<file path="config.mk">
export PLATFORM = sky130hd
export DESIGN_NAME = vga_timing_gen
export DESIGN_NICKNAME = d
export VERILOG_FILES = /design/src/rtl/vga_timing_pkg.sv /design/src/rtl/vga_sync_delay.sv /design/src/rtl/vga_timing_gen.sv
export SDC_FILE = /design/constraint.sdc
export NUM_CORES = 1
export LEC_CHECK = 0
export BUFFER_PORTS_ARGS = -buffer_cell sky130_fd_sc_hd__buf_2
export CAP_MARGIN = 30
export CORE_MARGIN = 4
export CORE_UTILIZATION = 40
export DETAILED_ROUTE_END_ITERATION = 10
export GPL_TIMING_DRIVEN = 0
export PLACE_DENSITY = 0.63
export SLEW_MARGIN = 10
export SYNTH_ARGS = -nofsm -noshare
export SYNTH_HDL_FRONTEND = slang
export SYNTH_SLANG_ARGS = --single-unit
</file>
<file path="constraint.sdc">
create_clock -name clk -period 2.25 [get_ports clk]
set_input_delay 0.5625 -clock clk [delete_from_list [all_inputs] [get_ports clk]]
set_output_delay 0.5625 -clock clk [all_outputs]
set_load 0.01 [all_outputs]
</file>
<file path="src/rtl/vga_timing_pkg.sv">
// Shared constants and control bundle for the VGA raster timing generator.
// Defaults describe 640x480@60 with a 25.175 MHz pixel clock.
package vga_timing_pkg;

  localparam int unsigned H_ACTIVE_DEF = 640;
  localparam int unsigned H_FP_DEF     = 16;
  localparam int unsigned H_SYNC_DEF   = 96;
  localparam int unsigned H_BP_DEF     = 48;
  localparam int unsigned V_ACTIVE_DEF = 480;
  localparam int unsigned V_FP_DEF     = 10;
  localparam int unsigned V_SYNC_DEF   = 2;
  localparam int unsigned V_BP_DEF     = 33;

  typedef struct packed {
    logic hsync;
    logic vsync;
    logic de;
    logic line_start;
    logic frame_start;
  } vga_ctrl_t;

  // Bundle value outside any sync/visible interval.
  function automatic vga_ctrl_t ctrl_idle(input logic sync_active);
    vga_ctrl_t c;
    c.hsync       = ~sync_active;
    c.vsync       = ~sync_active;
    c.de          = 1'b0;
    c.line_start  = 1'b0;
    c.frame_start = 1'b0;
    return c;
  endfunction

endpackage

</file>
<file path="src/rtl/vga_sync_delay.sv">
// Pixel-enable qualified delay line for the sync/enable/strobe bundle.
// DEPTH=0 is a plain wire with no register.
module vga_sync_delay
  import vga_timing_pkg::*;
#(
  parameter int unsigned DEPTH = 0
) (
  input  logic      i_clk,
  input  logic      i_reset,
  input  logic      i_en,
  input  vga_ctrl_t i_idle,
  input  vga_ctrl_t i_ctrl,
  output vga_ctrl_t o_ctrl
);

  if (DEPTH == 0) begin : g_pass
    logic w_unused;
    assign w_unused = ^{i_clk, i_reset, i_en, i_idle};
    assign o_ctrl   = i_ctrl;
  end else begin : g_pipe
    vga_ctrl_t r_stage [DEPTH];

    always_ff @(posedge i_clk) begin
      if (i_reset) begin
        for (int unsigned i = 0; i < DEPTH; i++) begin
          r_stage[i] <= i_idle;
        end
      end else if (i_en) begin
        r_stage[0] <= i_ctrl;
        for (int unsigned i = 1; i < DEPTH; i++) begin
          r_stage[i] <= r_stage[i-1];
        end
      end
    end

    assign o_ctrl = r_stage[DEPTH-1];
  end

endmodule

</file>
<file path="src/rtl/vga_timing_gen.sv">
// Parametrised VGA raster timing generator: pixel counters, registered decode
// and a delay line that aligns sync/enable with a downstream colour pipeline.
module vga_timing_gen
  import vga_timing_pkg::*;
#(
  parameter int unsigned H_ACTIVE    = H_ACTIVE_DEF,
  parameter int unsigned H_FP        = H_FP_DEF,
  parameter int unsigned H_SYNC      = H_SYNC_DEF,
  parameter int unsigned H_BP        = H_BP_DEF,
  parameter int unsigned V_ACTIVE    = V_ACTIVE_DEF,
  parameter int unsigned V_FP        = V_FP_DEF,
  parameter int unsigned V_SYNC      = V_SYNC_DEF,
  parameter int unsigned V_BP        = V_BP_DEF,
  parameter logic        SYNC_ACTIVE = 1'b0,
  parameter int unsigned COORD_W     = 10,
  parameter int unsigned PIPE_DELAY  = 0
) (
  input  logic               clk,
  input  logic               reset,
  input  logic               pix_en,
  output logic [COORD_W-1:0] colPos,
  output logic [COORD_W-1:0] rowPos,
  output logic               HSYNC,
  output logic               VSYNC,
  output logic               display_enable,
  output logic               line_start,
  output logic               frame_start
);

  localparam int unsigned H_TOTAL = H_ACTIVE + H_FP + H_SYNC + H_BP;
  localparam int unsigned V_TOTAL = V_ACTIVE + V_FP + V_SYNC + V_BP;

  if ((((H_TOTAL - 1) >> COORD_W) != 0) || (((V_TOTAL - 1) >> COORD_W) != 0)) begin : g_coord_chk
    $error("vga_timing_gen: COORD_W cannot hold H_TOTAL-1 / V_TOTAL-1");
  end

  localparam logic [COORD_W-1:0] H_LAST       = COORD_W'(H_TOTAL - 1);
  localparam logic [COORD_W-1:0] V_LAST       = COORD_W'(V_TOTAL - 1);
  localparam logic [COORD_W-1:0] H_ACT        = COORD_W'(H_ACTIVE);
  localparam logic [COORD_W-1:0] V_ACT        = COORD_W'(V_ACTIVE);
  localparam logic [COORD_W-1:0] H_SYNC_FIRST = COORD_W'(H_ACTIVE + H_FP);
  localparam logic [COORD_W-1:0] H_SYNC_LAST  = COORD_W'(H_ACTIVE + H_FP + H_SYNC - 1);
  localparam logic [COORD_W-1:0] V_SYNC_FIRST = COORD_W'(V_ACTIVE + V_FP);
  localparam logic [COORD_W-1:0] V_SYNC_LAST  = COORD_W'(V_ACTIVE + V_FP + V_SYNC - 1);

  logic [COORD_W-1:0] r_h_cnt;
  logic [COORD_W-1:0] r_v_cnt;
  logic [COORD_W-1:0] r_col;
  logic [COORD_W-1:0] r_row;
  vga_ctrl_t          r_ctrl;
  vga_ctrl_t          w_ctrl;
  vga_ctrl_t          w_idle;
  vga_ctrl_t          w_ctrl_out;
  logic               w_h_wrap;
  logic               w_v_wrap;

  assign w_idle   = ctrl_idle(SYNC_ACTIVE);
  assign w_h_wrap = (r_h_cnt == H_LAST);
  assign w_v_wrap = (r_v_cnt == V_LAST);

  always_ff @(posedge clk) begin
    if (reset) begin
      r_h_cnt <= '0;
      r_v_cnt <= '0;
    end else if (pix_en) begin
      if (w_h_wrap) begin
        r_h_cnt <= '0;
        r_v_cnt <= w_v_wrap ? '0 : r_v_cnt + COORD_W'(1);
      end else begin
        r_h_cnt <= r_h_cnt + COORD_W'(1);
      end
    end
  end

  always_comb begin
    w_ctrl             = w_idle;
    w_ctrl.de          = (r_h_cnt < H_ACT) && (r_v_cnt < V_ACT);
    w_ctrl.hsync       = ((r_h_cnt >= H_SYNC_FIRST) && (r_h_cnt <= H_SYNC_LAST)) ?
                         SYNC_ACTIVE : ~SYNC_ACTIVE;
    // Vertical decode uses only the line count, so VSYNC edges land on colPos==0.
    w_ctrl.vsync       = ((r_v_cnt >= V_SYNC_FIRST) && (r_v_cnt <= V_SYNC_LAST)) ?
                         SYNC_ACTIVE : ~SYNC_ACTIVE;
    w_ctrl.line_start  = (r_h_cnt == '0);
    w_ctrl.frame_start = (r_h_cnt == '0) && (r_v_cnt == '0);
  end

  always_ff @(posedge clk) begin
    if (reset) begin
      r_col  <= '0;
      r_row  <= '0;
      r_ctrl <= w_idle;
    end else if (pix_en) begin
      r_col  <= r_h_cnt;
      r_row  <= r_v_cnt;
      r_ctrl <= w_ctrl;
    end
  end

  vga_sync_delay #(
    .DEPTH(PIPE_DELAY)
  ) u_delay (
    .i_clk  (clk),
    .i_reset(reset),
    .i_en   (pix_en),
    .i_idle (w_idle),
    .i_ctrl (r_ctrl),
    .o_ctrl (w_ctrl_out)
  );

  assign colPos         = r_col;
  assign rowPos         = r_row;
  assign HSYNC          = w_ctrl_out.hsync;
  assign VSYNC          = w_ctrl_out.vsync;
  assign display_enable = w_ctrl_out.de;
  assign line_start     = w_ctrl_out.line_start;
  assign frame_start    = w_ctrl_out.frame_start;

endmodule

</file>
==> results_dict.tcl <==
set metrics [dict create \
    drt_pass1_iterations 4 \
    dp.cells 312 \
    max_stage_delay_ps 420 \
    power.leakage_nw 0.966 \
    cts_tree "done" \
    clockPowerShare 0.354 \
    dpl-instance-area_um2 2210 \
    grt_max_degree 14 \
    hold_ws_ps 464 \
    peakVddDrop_v 0.000328 \
    wl_um 4210 \
    cts.sinks 45 \
    grtUsageMet1 0.198 \
    ys_types 33 \
    fin_area_um2 2290 \
    rsz0062_at_grt "false" \
    synth_area_leaders "dfxtp_1 45%, mux2i_1 10%, nor2_1 4.9%" \
    synth_top_area_frac 0.453 \
    critPathArrivalTime_ps 2220 \
    antenna_found_initial 0 \
    io_pins 28 \
    cp_max_fo 10 \
    hold_class "flip-flop to flip-flop" \
    worst-path-buf-inv 2 \
    cts_hold_buf 0 \
    routedWlPerCell_um 13.2 \
    cpLargestDelayFamily "compound AO/OA/AOI/OAI gates" \
    drive_above_1_share 0.178 \
    maxSlewHeadroom 0.606 \
    sw_frac_of_total 0.232 \
    synthToLayoutAreaGrowth_pct 15.1 \
    vias_per_cell 5.06 \
    mostFrequentLayoutCells "45 x dfxtp_1, 32 x buf_2, 26 x nor2_1" \
    use_met3 0.0436 \
    finalClockSkew_ps 4.91 \
    top_usage_layer "met2" \
    grt_pass1_vias 1445 \
    setup_violations 0 \
    syn-num-nets 225 \
    syn_area_per_cell_um2 9.13 \
    path_clk_slew_ps 80 \
    internal_power_w 0.00105 \
    start_kind "flip-flop" \
    cts_max_path_buffers 2 \
    htree_levels 2 \
    vias 1618 \
    synth_cells 218 \
    antenna_cells 0 \
    period_share 0.909 \
    critical_path.cell_chain "ha_1 > and4_1 > buf_2 > nand4_4 > clkbuf_1 > o21bai_2 > a21oi_1" \
    ant_nets 0 \
    worstMarginPinSlew_ps 591 \
    root_buffer "clkbuf_8" \
    fillers 481 \
    drv_cap 0 \
    yosys.area.top_type "dfxtp_1" \
    ys_warn_count 0 \
    core_um2 4790 \
    grt_overflow 0 \
    p_per_area_nw_per_um2 594 \
    p_sw_w 0.000316 \
    maxSlewViolCount 0 \
    grt_util_met2 0.236 \
    port_buffers 27 \
    hpwl_um 2960 \
    seq_area_frac_synth 0.453 \
    crit_slowest_cell "dfxtp_1" \
    synth_seq_cells 45 \
    fmax_ghz 0.489 \
    dieWidth_um 78.5 \
    seq_power_share 0.595 \
    fin_tns_setup_ps 0 \
    status "completed" \
    die_y_um 78.5 \
    drc 0 \
    num_rows 25 \
    required_ps 2420 \
    synth_area_um2 1990 \
    initial_core_util 0.416 \
    grt_pass1_wl_um 7320 \
    gp_congestion 0.780 \
    postCtsSetupBuffers 0 \
    drt-initial-drc-count 129 \
    fin_nets 259 \
    finalPower_w 0.00136 \
    post_cts_resized 0 \
    cts_made_buffers 5 \
    final_cells 320 \
    layout_commonest_cell "dfxtp_1" \
    clock_latency_ps 300 \
    comb_power_share 0.050 \
    hold_viol_final 0 \
    crit_path_end_kind "flip-flop" \
    critical_path_class "flip-flop to flip-flop" \
    grt_use_total 0.150 \
    period_minus_slack_ps 2040 \
    dieArea_um2 6170 \
]
-- sequential cells by signal (all words and copies together) (netlist names) --
| name | flops |
|---|---|
| r_h_cnt | 10 |
| rowPos | 10 |
| r_ctrl | 5 |
| r_v_cnt | 10 |
| colPos | 10 |
-- logic make-up after synthesis --
| family | count (synthesis) | share of synthesized area |
|---|---|---|
| buffers and inverters | 22 | 0.0503 |
| and+or+nand+nor | 92 | 0.256 |
| adders and majority gates | 4 | 0.0251 |
| muxes | 20 | 0.101 |
| AOI/OAI and AO/OA | 27 | 0.0805 |
| xor gates and xnor gates | 8 | 0.0352 |
| DFF | 45 | 0.453 |
-- cell type report --
type,count,area [um2],share of cell area
repair buffers,27,135,0.0590
clock buffers,6,72.6,0.0317
multi-input cells,151,990,0.432
flip-flops and latches,45,901,0.393
clock inverters,2,10.0,0.00437
well taps,67,83.8,0.0366
inverters,6,22.5,0.00983
plain buffers,16,77.6,0.0338
-- cell usage after synthesis (all sizes together) --
master,n
nor2,26
or3,5
xnor2,4
nor4b,2
o21ai,5
nor4,3
nand2,12
or4b,1
nand3,13
dfxtp,45
ha,4
o2bb2ai,1
nand4b,3
nor3,10
a21oi,14
and4,3
buf,10
clkbuf,6
and3,6
o21bai,3
inv,6
nor2b,2
o31ai,4
mux2i,20
xor2,4
or4,3
nand4,3
-- path summary, 6_finish.rpt --
check / cells past startpoint / slack, ps / from / endpoint
worst min-delay path: 2 / 460 / r_ctrl[1]$_SDFFE_PP0P_ / r_ctrl[1]$_SDFFE_PP0P_
worst max-delay path: 7 / 210 / r_h_cnt[0]$_SDFFE_PP0P_ / r_v_cnt[4]$_SDFFE_PP0P_
worst min register to register: 2 / 460 / r_ctrl[1]$_SDFFE_PP0P_ / r_ctrl[1]$_SDFFE_PP0P_
worst max register to register: 7 / 210 / r_h_cnt[0]$_SDFFE_PP0P_ / r_v_cnt[4]$_SDFFE_PP0P_
-- metrics by stage --
step | setup slack [ps] | utilization
2_1_floorplan | 554 | -
3_3_place_gp | 199 | 0.462
3_5_place_dp | 187 | 0.462
4_1_cts | 214 | 0.479
5_1_grt | 28.5 | 0.479
6_report | 205 | 0.479
-- worst reg2reg max path, delay by kind of cell (launching register included) --
family                     cells  cell delay, ps
DFF                            1             420
AOI/OAI and AO/OA              2             490
adders and majority gates      1             210
buffers and inverters          2             440
and+or+nand+nor                2             360
-- per-layer routing --
metal / up-vias / wire (um) / share of wire
met5: - / 0 / 0
met4: 0 / 39 / 0.0093
met3: 4 / 210 / 0.050
met2: 32 / 1970 / 0.47
met1: 752 / 2000 / 0.47
li1: 830 / - / -
-- power groups by stage --
stage          sequential, W  combinational, W  clock [W]
2_1_floorplan       0.000831         0.0000452          0
3_3_place_gp        0.000829         0.0000699          0
3_5_place_dp        0.000829         0.0000705          0
4_1_cts             0.000811         0.0000703   0.000502
5_1_grt             0.000812         0.0000768   0.000541
6_report            0.000810         0.0000685   0.000483
Note: power is estimated with default switching activity, not from simulation.
